==> src/rtl/clk_div_pkg.sv <==
// Shared defaults and the channel-index width helper for the clk_div_gen divider bank.
package clk_div_pkg;

    localparam int DEF_CNT_W = 16;
    localparam int DEF_DIV   = 1000;

    // A single-channel bank still gets a 1-bit ld_ch port.
    function automatic int ch_idx_w(input int num_ch);
        return (num_ch > 1) ? $clog2(num_ch) : 1;
    endfunction

endpackage

==> src/rtl/clk_div_chan.sv <==
// One divider channel: counter, active ratio, pending-load slot, tick strobe and divided clock.
// Define CLK_DIV_TOGGLE_EN to build the clk_out toggle flop; otherwise clk_out is tied low.
module clk_div_chan
    import clk_div_pkg::*;
#(
    parameter int CNT_W       = DEF_CNT_W,
    parameter int DEFAULT_DIV = DEF_DIV
) (
    input  logic             clk,
    input  logic             rst_n,
    input  logic             en,
    input  logic             sync,
    input  logic             ld,
    input  logic [CNT_W-1:0] ld_div,
    output logic             pending,
    output logic             tick,
    output logic             clk_out
);

    logic [CNT_W-1:0] cnt;
    logic [CNT_W-1:0] div_reg;
    logic [CNT_W-1:0] pend_div;
    logic             running;
    logic             wrap;
    logic             apply;

    // A ratio of zero parks the channel; the compare is only meaningful for ratios >= 1.
    always_comb begin
        running = en && (div_reg != '0);
        wrap    = running && !sync && (cnt == div_reg - CNT_W'(1));
        apply   = pending && (sync || wrap || !running);
    end

    // NOTE: state registers use non-blocking assignments so every flop samples pre-edge values.
    always_ff @(posedge clk or negedge rst_n) begin
        if (!rst_n) begin
            cnt      <= '0;
            div_reg  <= CNT_W'(DEFAULT_DIV);
            pending  <= 1'b0;
            pend_div <= '0;
            tick     <= 1'b0;
        end else begin
            tick <= wrap;
            if (apply) begin
                div_reg <= pend_div;
                pending <= 1'b0;
            end
            if (sync || apply || wrap) begin
                cnt <= '0;
            end else if (running) begin
                cnt <= cnt + CNT_W'(1);
            end
            // Accepts only arrive while the slot is empty, so they never collide with apply.
            if (ld) begin
                pending  <= 1'b1;
                pend_div <= ld_div;
            end
        end
    end

`ifdef CLK_DIV_TOGGLE_EN
    always_ff @(posedge clk or negedge rst_n) begin
        if (!rst_n) begin
            clk_out <= 1'b0;
        end else if (wrap) begin
            clk_out <= ~clk_out;
        end
    end
`else
    assign clk_out = 1'b0;
`endif

endmodule

==> src/rtl/clk_div_gen.sv <==
// Bank of NUM_CH programmable clock dividers with a shared load port and sync realignment.
// Optional CLK_DIV_TOGGLE_EN builds 50%-duty clk_out toggles in each channel.
module clk_div_gen
    import clk_div_pkg::*;
#(
    parameter int NUM_CH      = 2,
    parameter int CNT_W       = DEF_CNT_W,
    parameter int DEFAULT_DIV = DEF_DIV
) (
    input  logic                          clk,
    input  logic                          rst_n,
    input  logic [NUM_CH-1:0]             en,
    input  logic                          sync,
    input  logic                          ld_valid,
    input  logic [ch_idx_w(NUM_CH)-1:0]   ld_ch,
    input  logic [CNT_W-1:0]              ld_div,
    output logic                          ld_ready,
    output logic [NUM_CH-1:0]             tick,
    output logic [NUM_CH-1:0]             clk_out
);

    localparam int CH_W = ch_idx_w(NUM_CH);

    logic [NUM_CH-1:0] pending;
    logic [NUM_CH-1:0] ld_sel;

    // NOTE: defaults come first in always_comb so no path leaves a signal unassigned (no latch).
    // An ld_ch beyond the bank matches no channel and therefore reads not-ready.
    always_comb begin
        ld_ready = 1'b0;
        ld_sel   = '0;
        for (int i = 0; i < NUM_CH; i++) begin
            if (ld_ch == CH_W'(i)) begin
                ld_ready  = !pending[i];
                ld_sel[i] = ld_valid && !pending[i];
            end
        end
    end

    for (genvar g = 0; g < NUM_CH; g++) begin : g_chan
        clk_div_chan #(
            .CNT_W       (CNT_W),
            .DEFAULT_DIV (DEFAULT_DIV)
        ) u_chan (
            .clk     (clk),
            .rst_n   (rst_n),
            .en      (en[g]),
            .sync    (sync),
            .ld      (ld_sel[g]),
            .ld_div  (ld_div),
            .pending (pending[g]),
            .tick    (tick[g]),
            .clk_out (clk_out[g])
        );
    end

endmodule

==> config.mk <==
export PLATFORM = sky130hd
export DESIGN_NAME = clk_div_gen
export DESIGN_NICKNAME = d
export VERILOG_FILES = /design/src/rtl/clk_div_pkg.sv /design/src/rtl/clk_div_chan.sv /design/src/rtl/clk_div_gen.sv
export SDC_FILE = /design/constraint.sdc
export NUM_CORES = 1
export LEC_CHECK = 0
export ABC_CLOCK_PERIOD_IN_PS = 10000
export CORE_MARGIN = 8
export CORE_UTILIZATION = 38
export CTS_CLUSTER_SIZE = 30
export DETAILED_ROUTE_END_ITERATION = 10
export GPL_TIMING_DRIVEN = 0
export PLACE_DENSITY = 0.54
export SLEW_MARGIN = 15
export SYNTH_ARGS = -nofsm -noshare
export SYNTH_HDL_FRONTEND = slang
export SYNTH_SLANG_ARGS = --single-unit
==> constraint.sdc <==
create_clock -name clk -period 10 [get_ports clk]
set_clock_uncertainty 0.1 [all_clocks]
set_input_delay 2 -clock clk [delete_from_list [all_inputs] [get_ports clk]]
set_output_delay 2 -clock clk [all_outputs]
set_load 0.01 [all_outputs]
==> results by group <==
Status
  – Status: finished clean

Finish
  – Post-layout instance area: 6370 um2
  – Nets: 569
  – Non-filler cells, final: 729
  – Commonest non-fill, non-tap cell in the layout: dfrtp_1
  – Share of layout cells above drive strength 1: 0.215
  – Fillers: 1356
  – Area grow syn2layout: 14.8%
  – Most frequent cells in the layout: dfrtp_1, mux2_2, nor2_1
  – Antenna Cells: 0

Die
  – Die area: 18700 um2
  – I/O Pins: 28
  – Die Y: 137 um
  – Die width: around 140 um
  – Row count: between 40 and 50
  – CORE AREA: 14400 um2
  – Initial core utilization: 0.384

Power and ir drop
  – Switching part of the total: 0.319
  – NetSw: approximately 430 uW
  – Power share of the clock group: 0.267
  – Max IR drop VDD: 0.0972 mV
  – Cell internal pwr: 912 uW
  – Part of the power in registers: 0.449
  – Final total power: 1.34 mW
  – Combinational share of power: 0.284
  – PD cells: 210 nW/um2
  – Cell leakage power: 2.60 nW

Placement
  – Gpl congestion: 0.819
  – Dpl hpwl: roughly 9300 um
  – Cells after DPL: 713
  – Port-buffer cells: 25
  – Area after DPL: 6060 um2
  – DP Worst Slack: 4.63 ns

GRT
  – GRT Total Usage: 0.141
  – Largest net degree at the start of global routing: between 60 and 70
  – First-pass GRT wire length: 20600 um
  – Vias in the first global route: 3960
  – GR Overflow Total: 0
  – Antenna violations before repair: 0

Yosys
  – Asr flop ratio synth: 1.00
  – Area of the mapped netlist: 5550 um2
  – Syn_area_per_cell: 11.0 um2
  – YS warnings: 0
  – Top cell type's share of synthesized area: 0.397
  – Post-Synth Adder-Cell Area: 0.0135
  – EDFF count, synth: 0
  – Main combinational cell family by area after synthesis: simple AND/OR/NAND/NOR gates
  – Synth Area in Compound Gates: 0.0616
  – Synth Area in XOR/XNOR: 0.0995
  – Sequential fraction of the synthesis area: 0.454
  – Synth unique cells: 66
  – Synth Instances: between 500 and 600
  – Synth area leader: dfrtp_1
  – Seq cells post-synth: 100
  – Simple-Gate Fraction of Synth Area: 0.195
  – Post-synthesis mux area share: 0.149
  – Post-synth top flop: dfrtp_1
  – Top cells by area, synth: dfrtp_1, mux2_2, dfstp_2, mux2_4, xnor2_1

Clocking
  – Clock transition at the registers of the reported paths: around 0.070 ns
  – Max Root-Sink Buffers: 2
  – Worst skew pair latency: 0.34 ns
  – Root Driver: clkbuf_16
  – H-tree depth: 3
  – Post_cts resized: 0
  – TritonCTS clock tree: yes
  – Post-CTS Setup Inserts: 0
  – Clock sink count: 100
  – Clock buffer count from CTS: 9
  – Hold bufs inserted after CTS: 0

STA
  – Period utilization: 0.538
  – Final hold vios: 0
  – Worst setup margin: about 4.6 ns
  – Finish-stage setup viols: 0
  – Worst slew pin tran: approximately 0.70 ns
  – Fin. max-slew vios: 0
  – Fmax achieved: ~190 MHz
  – Setup_tns: 0 ns
  – Slew margin rel.: 0.534
  – RSZ-0062 raised after global routing: false
  – Min Clock Period, post-route: 5.38 ns

Worst setup path
  – Crit path launch type: input pin
  – Max FO, Critical Path: 3
  – Setup crit start: ld_ch
  – Crit path required time: 7.90 ns
  – Critical path type: input pin to primary output
  – FF-to-FF Start: g_chan[1].u_chan.div_reg[0]
  – Arrival time worst endpoint: 3.28 ns
  – CP Capture Type: primary output

Run
  – # Max-Cap Violations: 0

Hold path
  – Hold wc startpoint: g_chan[1].u_chan.pend_div[6]
  – Min-Delay Path Class: flop to flop

Route
  – Wire per inst: 16.8 um
  – Via density: 5.31
  – Routed WL: 12300 um
  – Iteration-0 DRC Markers: 275
  – DR vias: 3874
  – DRT antenna net count: 0
  – Drt drc: 0
  – Detailed Routing Iterations Pass 1: 4
==> metrics by stage <==
| stage | util | hold slack (ns) |
|---|---|---|
| final | 0.442 | 0.404 |
| after global routing | 0.442 | 0.423 |
| after CTS | 0.441 | 0.408 |
| after detailed placement | 0.420 | 0.391 |
| after global placement | 0.418 | 0.383 |
| after floorplan | - | 0.375 |
==> logic make-up after synthesis <==
| group | after synthesis |
|---|---|
| AND/OR/NAND/NOR | 192 |
| flip-flops | 100 |
| buffers and inverters | 27 |
| adder cells (fa/ha/maj) | 6 |
| multiplexers | 67 |
| XOR/XNOR | 63 |
| other | 1 |
| AO/OA/AOI/OAI | 46 |
==> power groups by stage <==
stage	Combinational, mW	Sequential [mW]	Clock, mW
4_1_cts	0.383	0.602	0.367
3_5_place_dp	0.380	0.608	0
2_1_floorplan	0.308	0.575	0
6_report	0.380	0.601	0.357
3_3_place_gp	0.367	0.607	0
5_1_grt	0.425	0.618	0.382
==> final timing paths <==
kind | cells past startpoint | slack [ns] | to
worst max register to register | 11 | 6.32 | g_chan[1].u_chan.div_reg[2]
worst min-delay path | 1 | 0.40 | g_chan[1].u_chan.div_reg[6]
max in group asynchronous | 2 | 7.68 | g_chan[0].u_chan.div_reg[3]
min in group asynchronous | 1 | 1.44 | g_chan[1].u_chan.cnt[10]
worst max-delay path | 3 | 4.62 | ld_ready
worst min register to register | 1 | 0.40 | g_chan[1].u_chan.div_reg[6]
==> area by class of cell <==
cell class | instances | area [um2] | area share
Tap cell | 184 | 230 | 0.0361
Sequential cell | 100 | 2520 | 0.395
Inverter | 11 | 41.3 | 0.00648
Buffer | 16 | 106 | 0.0167
Clock inverter | 3 | 45.0 | 0.00707
Clock buffer | 13 | 260 | 0.0409
Multi-Input combinational cell | 376 | 2890 | 0.454
Timing Repair Buffer | 26 | 279 | 0.0438
==> synthesized netlist by cell type, types with 2 or more instances <==
cell,instances
o31ai_1,6
or3b_2,2
a31oi_1,2
nor4b_1,2
nor2_1,39
nand2b_1,9
a21oi_1,5
o31a_1,3
or3_1,3
nand3b_1,3
a22oi_1,2
clkbuf_1,7
buf_4,4
or4_4,2
o21ai_0,8
o211a_1,2
nor4_4,2
buf_6,4
mux2_4,20
dfstp_2,12
a21o_1,4
or4_1,7
xnor2_1,33
mux2_2,44
inv_1,11
and2_1,2
dfrtp_1,88
ha_1,6
and3_1,8
nand4_1,6
nor2b_1,6
mux2i_1,3
xor2_1,30
nor3_1,36
nand3_1,13
nand2_1,32
nor4_1,7
==> worst max-delay path, cell delays in order <==
cell,delay (ns)
clkdlybuf4s50_1,0.53
mux2i_1,0.20
clkdlybuf4s50_1,0.55
==> per-layer routing <==
metal	part of all wire	routed length [um]	GRT usage	vias up
li1	-	-	-	1876
met1	0.50	6100	0.196	1923
met2	0.44	5430	0.212	63
met3	0.043	526	0.0261	12
met4	0.017	210	0.0567	0
met5	0	0	0	-
Note: power is estimated with default switching activity, not from simulation.
==> patch 1, RTL diff (config.mk and constraints unchanged) <==
`DEF_CNT_W`: 16 -> 32.
--- a/src/rtl/clk_div_pkg.sv
+++ b/src/rtl/clk_div_pkg.sv
@@ -3,3 +3,3 @@
 
-    localparam int DEF_CNT_W = 16;
+    localparam int DEF_CNT_W = 32;
     localparam int DEF_DIV   = 1000;
Interface: changed (resized ld_div); port bits go from 28 to 44. The function was not compared with the original's and may differ.
==> patch 1 against the original RTL <==
  * Hold slack worse by 0.019 ns
  * Setup slack worse by 0.27 ns
  * Wire length increased by 110%
  * Core utilization down 0.066 points
  * Sequential share of layout area up 0.53 points
  * Largest cell class unchanged
  * Design area up 93%
  * Via count grew 100%
  * Total power is 86% higher
  * Die area grew 82%
  * Synthesized area rose by 94%
  * Sequential cell count is 96 higher
  * Count of clock-buffer cells in the layout increased by 4
==> patch 1: results (changes against the original RTL) <==
[worst_setup_path]
rrSetupSlack_ns=4.78  ; -1.54 ns
ff2ff_path_depth=12  ; +1
r2r-start=g_chan[1].u_chan.div_reg[0]$_DFFE_PN0P_
crit_path_max_incr_delay_ns=0.60  ; +0.05 ns
r2r_end=g_chan[1].u_chan.cnt[5]$_DFFE_PN0P_

[sta]
holdWs_ns=0.385  ; -0.0193 ns
tightestPinTransition_ns=1.08  ; +0.376 ns

[synthesis]
synth_cell_types=78  ; +18%
ys_top_cells_by_count=dfrtp_1, nor2_1, xnor2_1
syn_avg_cell_area_um2=10.5  ; -4.9%
synth.area.top_cells=dfrtp_1, xnor2_1, mux2_2, mux2_1, xor2_1
ys_seq_area_frac=0.456  ; +0.00223

[global_route]
grt_use_total=0.160  ; +0.0193
grt_pass1_vias=7944  ; +100%
grt_max_degree=103  ; +49%
grt_pass1_wl_mm=43.4  ; +110%

[cts]
cts-htree-levels=4  ; +1
cts_buffers=17  ; +8
clkLatencyLatePin_ns=0.44  ; +0.10 ns

[detailed_routing]
drt_iter0_drc=627  ; +130%
viasPerCell=5.31  ; about the same
firstDrtPassIters=5  ; +1
wl_mm=26.1  ; +110%

[outcome]
run_status=finished, final reports clean

[power]
intPower_w=0.00163  ; +78%
p_leak_nw=4.75  ; +82%

[min_path]
worstHoldEndpoint=g_chan[1].u_chan.div_reg[0]$_DFFE_PN0P_
min_from=g_chan[1].u_chan.pend_div[0]$_DFFE_PN0P_

[cells_and_area]
drive_above_1_share=0.129  ; -0.0858
fillers=2708  ; +100%

[placement]
placedCellCount=1448  ; +100%
place_congestion=0.876  ; +7.0%
dp_hpwl_mm=19.1  ; +110%
place.port_buffers=41  ; +64%

## patch 1: cell count changes after synthesis, moves of 10 or more
cell      unedited run  this run
dfrtp_1             88       184
nor2_1              39       117
mux2_1               0        64
xnor2_1             33        85
clkbuf_1             7        47
mux2_2              44        65
nand2_1             32        53
xor2_1              30        51
mux2_4              20         0
nand3_1             13        33
nand4_1              6        25
inv_1               11        26
nor4_1               7        22
nor3_1              36        26
## patch 1: cell families (layout without fill, tap and decap cells)
| group | count (synthesis) | in the layout | share of synthesized area |
|---|---|---|---|
| simple gates | 381 | 381 | 0.191 |
| flops | 196 | 196 | 0.456 |
| xor+xnor | 136 | 136 | 0.110 |
| mux | 135 | 135 | 0.140 |
| compound gates | 86 | 86 | 0.0596 |
| buf+inv | 86 | 160 | 0.0348 |
| fa+ha+maj | 6 | 6 | 0.00696 |
| other cells | 1 | 2 | 0.000348 |
## patch 1: final cells by class
| cell class | instances | area (µm²) | share of cell area |
|---|---|---|---|
| repair buffers | 42 | 443 | 0.0361 |
| inverters | 26 | 97.6 | 0.00795 |
| well taps | 378 | 473 | 0.0385 |
| plain buffers | 60 | 278 | 0.0226 |
| flip-flops and latches | 196 | 4920 | 0.401 |
| multi-input cells | 746 | 5500 | 0.448 |
| clock buffers | 17 | 425 | 0.0346 |
| clock inverters | 15 | 145 | 0.0118 |
## patch 1: per-layer routing
metal | share of wire | GRT usage
met1 | 0.52 | 0.239
met4 | 0.010 | 0.0416
met3 | 0.040 | 0.0226
met2 | 0.43 | 0.239
met5 | 0 | 0
## patch 1: metrics by stage
stage,cell area (µm²),setup slack (ns)
2_1_floorplan,10800,5.64
3_3_place_gp,11700,-1.62
3_5_place_dp,11700,4.32
4_1_cts,12300,4.32
5_1_grt,12300,4.31
6_report,12300,4.34
## patch 1: power by group through the flow
stage / Clock (W) / Sequential (W) / Combinational (W)
2_1_floorplan: 0 / 0.00108 / 0.000515
3_3_place_gp: 0 / 0.00114 / 0.000660
3_5_place_dp: 0 / 0.00114 / 0.000672
4_1_cts: 0.000702 / 0.00113 / 0.000678
5_1_grt: 0.000729 / 0.00116 / 0.000753
6_report: 0.000678 / 0.00113 / 0.000679
==> patch 2, RTL diff (config.mk and constraints unchanged) <==
Made on the original files. Register the input `ld_div` before use, without a reset. The logic sees it one clock later. The other inputs are not delayed to match.
--- a/src/rtl/clk_div_gen.sv
+++ b/src/rtl/clk_div_gen.sv
@@ -22,2 +22,8 @@
     localparam int CH_W = ch_idx_w(NUM_CH);
+
+    logic [CNT_W-1:0] ld_div_q;
+
+    always_ff @(posedge clk) begin
+        ld_div_q <= ld_div;
+    end
 
@@ -49,3 +55,3 @@
             .ld      (ld_sel[g]),
-            .ld_div  (ld_div),
+            .ld_div  (ld_div_q),
             .pending (pending[g]),
Formal check against the unedited RTL: not equivalent (Yosys sat finds a counterexample within 4 cycles, from zero or initial values and one cycle with rst_n low).
==> patch 2 against the original RTL <==
  * Global-route usage is 0.89 points higher
  * Setup slack got worse by 0.0084 ns
  * Sequential cell count grew 16
  * Wire length up 17%
  * Hold slack worse by 0.019 ns
  * Synthesized area up 10%
  * Design area grew 14%
  * Total power grew 20%
  * Sequential share of layout area decreased by 0.28 points
  * Critical endpoint unchanged
  * Largest power group unchanged
==> patch 2: results (changes against the original RTL) <==
[cts]
path_clk_slew_ns=0.05  ; -0.02 ns
clockRootBuffer=clkbuf_16
cts_buffers=17  ; +8
clkLatencyLatePin_ns=0.42  ; +0.08 ns
cts-htree-levels=4  ; +1
clockBufferDepth=2  ; unchanged
post_cts_buffers=0  ; unchanged
cts-resized-gates=0  ; unchanged

[synthesis]
synth_cell_types=69  ; +4.5%
synth_adder_area_share=0.0123  ; -0.00124
synth.area.top_cells=dfrtp_1, mux2_2, xnor2_1, dfxtp_1, dfstp_2
ys_seq_area_frac=0.465  ; +0.0108
synth_compound_area_frac=0.103  ; +0.0415
synth-async-reset-ratio=0.862  ; -0.138
synth_xor_area_frac=0.0961  ; -0.00340
synthMuxAreaShare=0.0967  ; -0.0522
ys_top_cells_by_count=dfrtp_1, xnor2_1, mux2_2
synth_ff_type=dfrtp_1
ys_warn_count=0  ; unchanged

[detailed_routing]
viasPerCell=5.22  ; -1.8%
antenna_left=0  ; unchanged
firstDrtPassIters=5  ; +1
wl_mm=14.4  ; +17%
drt_iter0_drc=242  ; -12%
drc=0  ; unchanged

[global_route]
grt_pass1_wl_mm=24.1  ; +17%
grt_use_total=0.150  ; +0.00894
grt_pass1_vias=4715  ; +19%
grt_max_degree=58  ; -16%

[placement]
place.port_buffers=24  ; -4.0%
dp_hpwl_mm=10.4  ; +12%
place_congestion=0.855  ; +4.4%
dpl-instance-area_um2=6650  ; +9.7%

[sta]
maxSlewHeadroom=0.510  ; -0.0236

[min_path]
hold_class=reg -> reg

[worst_setup_path]
cp.arrival_ns=3.29  ; about the same
critPathMaxFanout=3  ; unchanged

[power]
p_sw_frac=0.311  ; -0.00761
vdd_drop_max_mv=0.131  ; +34%
p_leak_nw=2.76  ; +5.8%

[cells_and_area]
fillers=1503  ; +11%
diodes=0  ; unchanged
nNetsFinal=664  ; +17%
drive_above_1_share=0.190  ; -0.0249

[outcome]
run_status=finished, final reports clean

-- patch 2: worst paths after layout --
kind,start,endpoint,slack [ns],cells past startpoint
hold / removal,g_chan[0].u_chan.pend_div[12]$_DFFE_PN0P_,g_chan[0].u_chan.div_reg[12]$_DFFE_PN0P_,0.38,1
setup / recovery,ld_ch,ld_ready,4.61,3
hold reg to reg,g_chan[0].u_chan.pend_div[12]$_DFFE_PN0P_,g_chan[0].u_chan.div_reg[12]$_DFFE_PN0P_,0.38,1
setup reg to reg,g_chan[1].u_chan.div_reg[0]$_DFFE_PN0P_,g_chan[1].u_chan.tick$_DFF_PN0_,6.50,11
min in group asynchronous,rst_n,g_chan[1].u_chan.cnt[10]$_DFFE_PN0P_,1.40,1
max in group asynchronous,rst_n,g_chan[0].u_chan.div_reg[5]$_DFFE_PN1P_,7.73,2
-- patch 2: final cells by class --
cell class | count | area share
Tap cell | 216 | 0.0374
Sequential cell | 116 | 0.393
Clock inverter | 8 | 0.0106
Inverter | 11 | 0.00571
Timing Repair Buffer | 25 | 0.0372
Multi-Input combinational cell | 425 | 0.424
Buffer | 39 | 0.0246
Clock buffer | 24 | 0.0680
-- patch 2: kinds of logic after synthesis --
kind of cell,Yosys count
buffers and inverters,50
xor gates and xnor gates,67
DFF,116
adders and majority gates,6
other,1
and+or+nand+nor,211
muxes,53
AOI/OAI and AO/OA,86
-- patch 2: stage by stage --
| stage | setup slack [ns] | util | power [W] | std cells |
|---|---|---|---|---|
| finish | 4.61 | 0.458 | 0.00160 | 864 |
| CTS | 4.61 | 0.458 | 0.00161 | 864 |
| global route | 4.57 | 0.458 | 0.00169 | 864 |
| global placement | 3.03 | 0.420 | 0.00101 | 831 |
| detailed placement | 4.61 | 0.422 | 0.00102 | 832 |
| floorplan | 5.64 | - | 0.000914 | 591 |
-- patch 2: critical path, cell delays in order --
cell and delay, ns:
clkdlybuf4s50_1 0.54, mux2i_1 0.19, clkdlybuf4s50_1 0.56
-- patch 2: power by group through the flow --
stage	logic [W]	registers, W	clock network, W
after CTS	0.000361	0.000656	0.000598
final	0.000361	0.000657	0.000586
after detailed placement	0.000357	0.000663	0
after floorplan	0.000284	0.000629	0
after global routing	0.000403	0.000670	0.000619
after global placement	0.000346	0.000661	0
-- patch 2: metal layers --
layer	part of all wire	global-route usage	wire, µm
met1	0.45	0.180	6530
met2	0.50	0.258	7200
met3	0.032	0.0377	463
met4	0.014	0.0487	195
met5	0	0	0
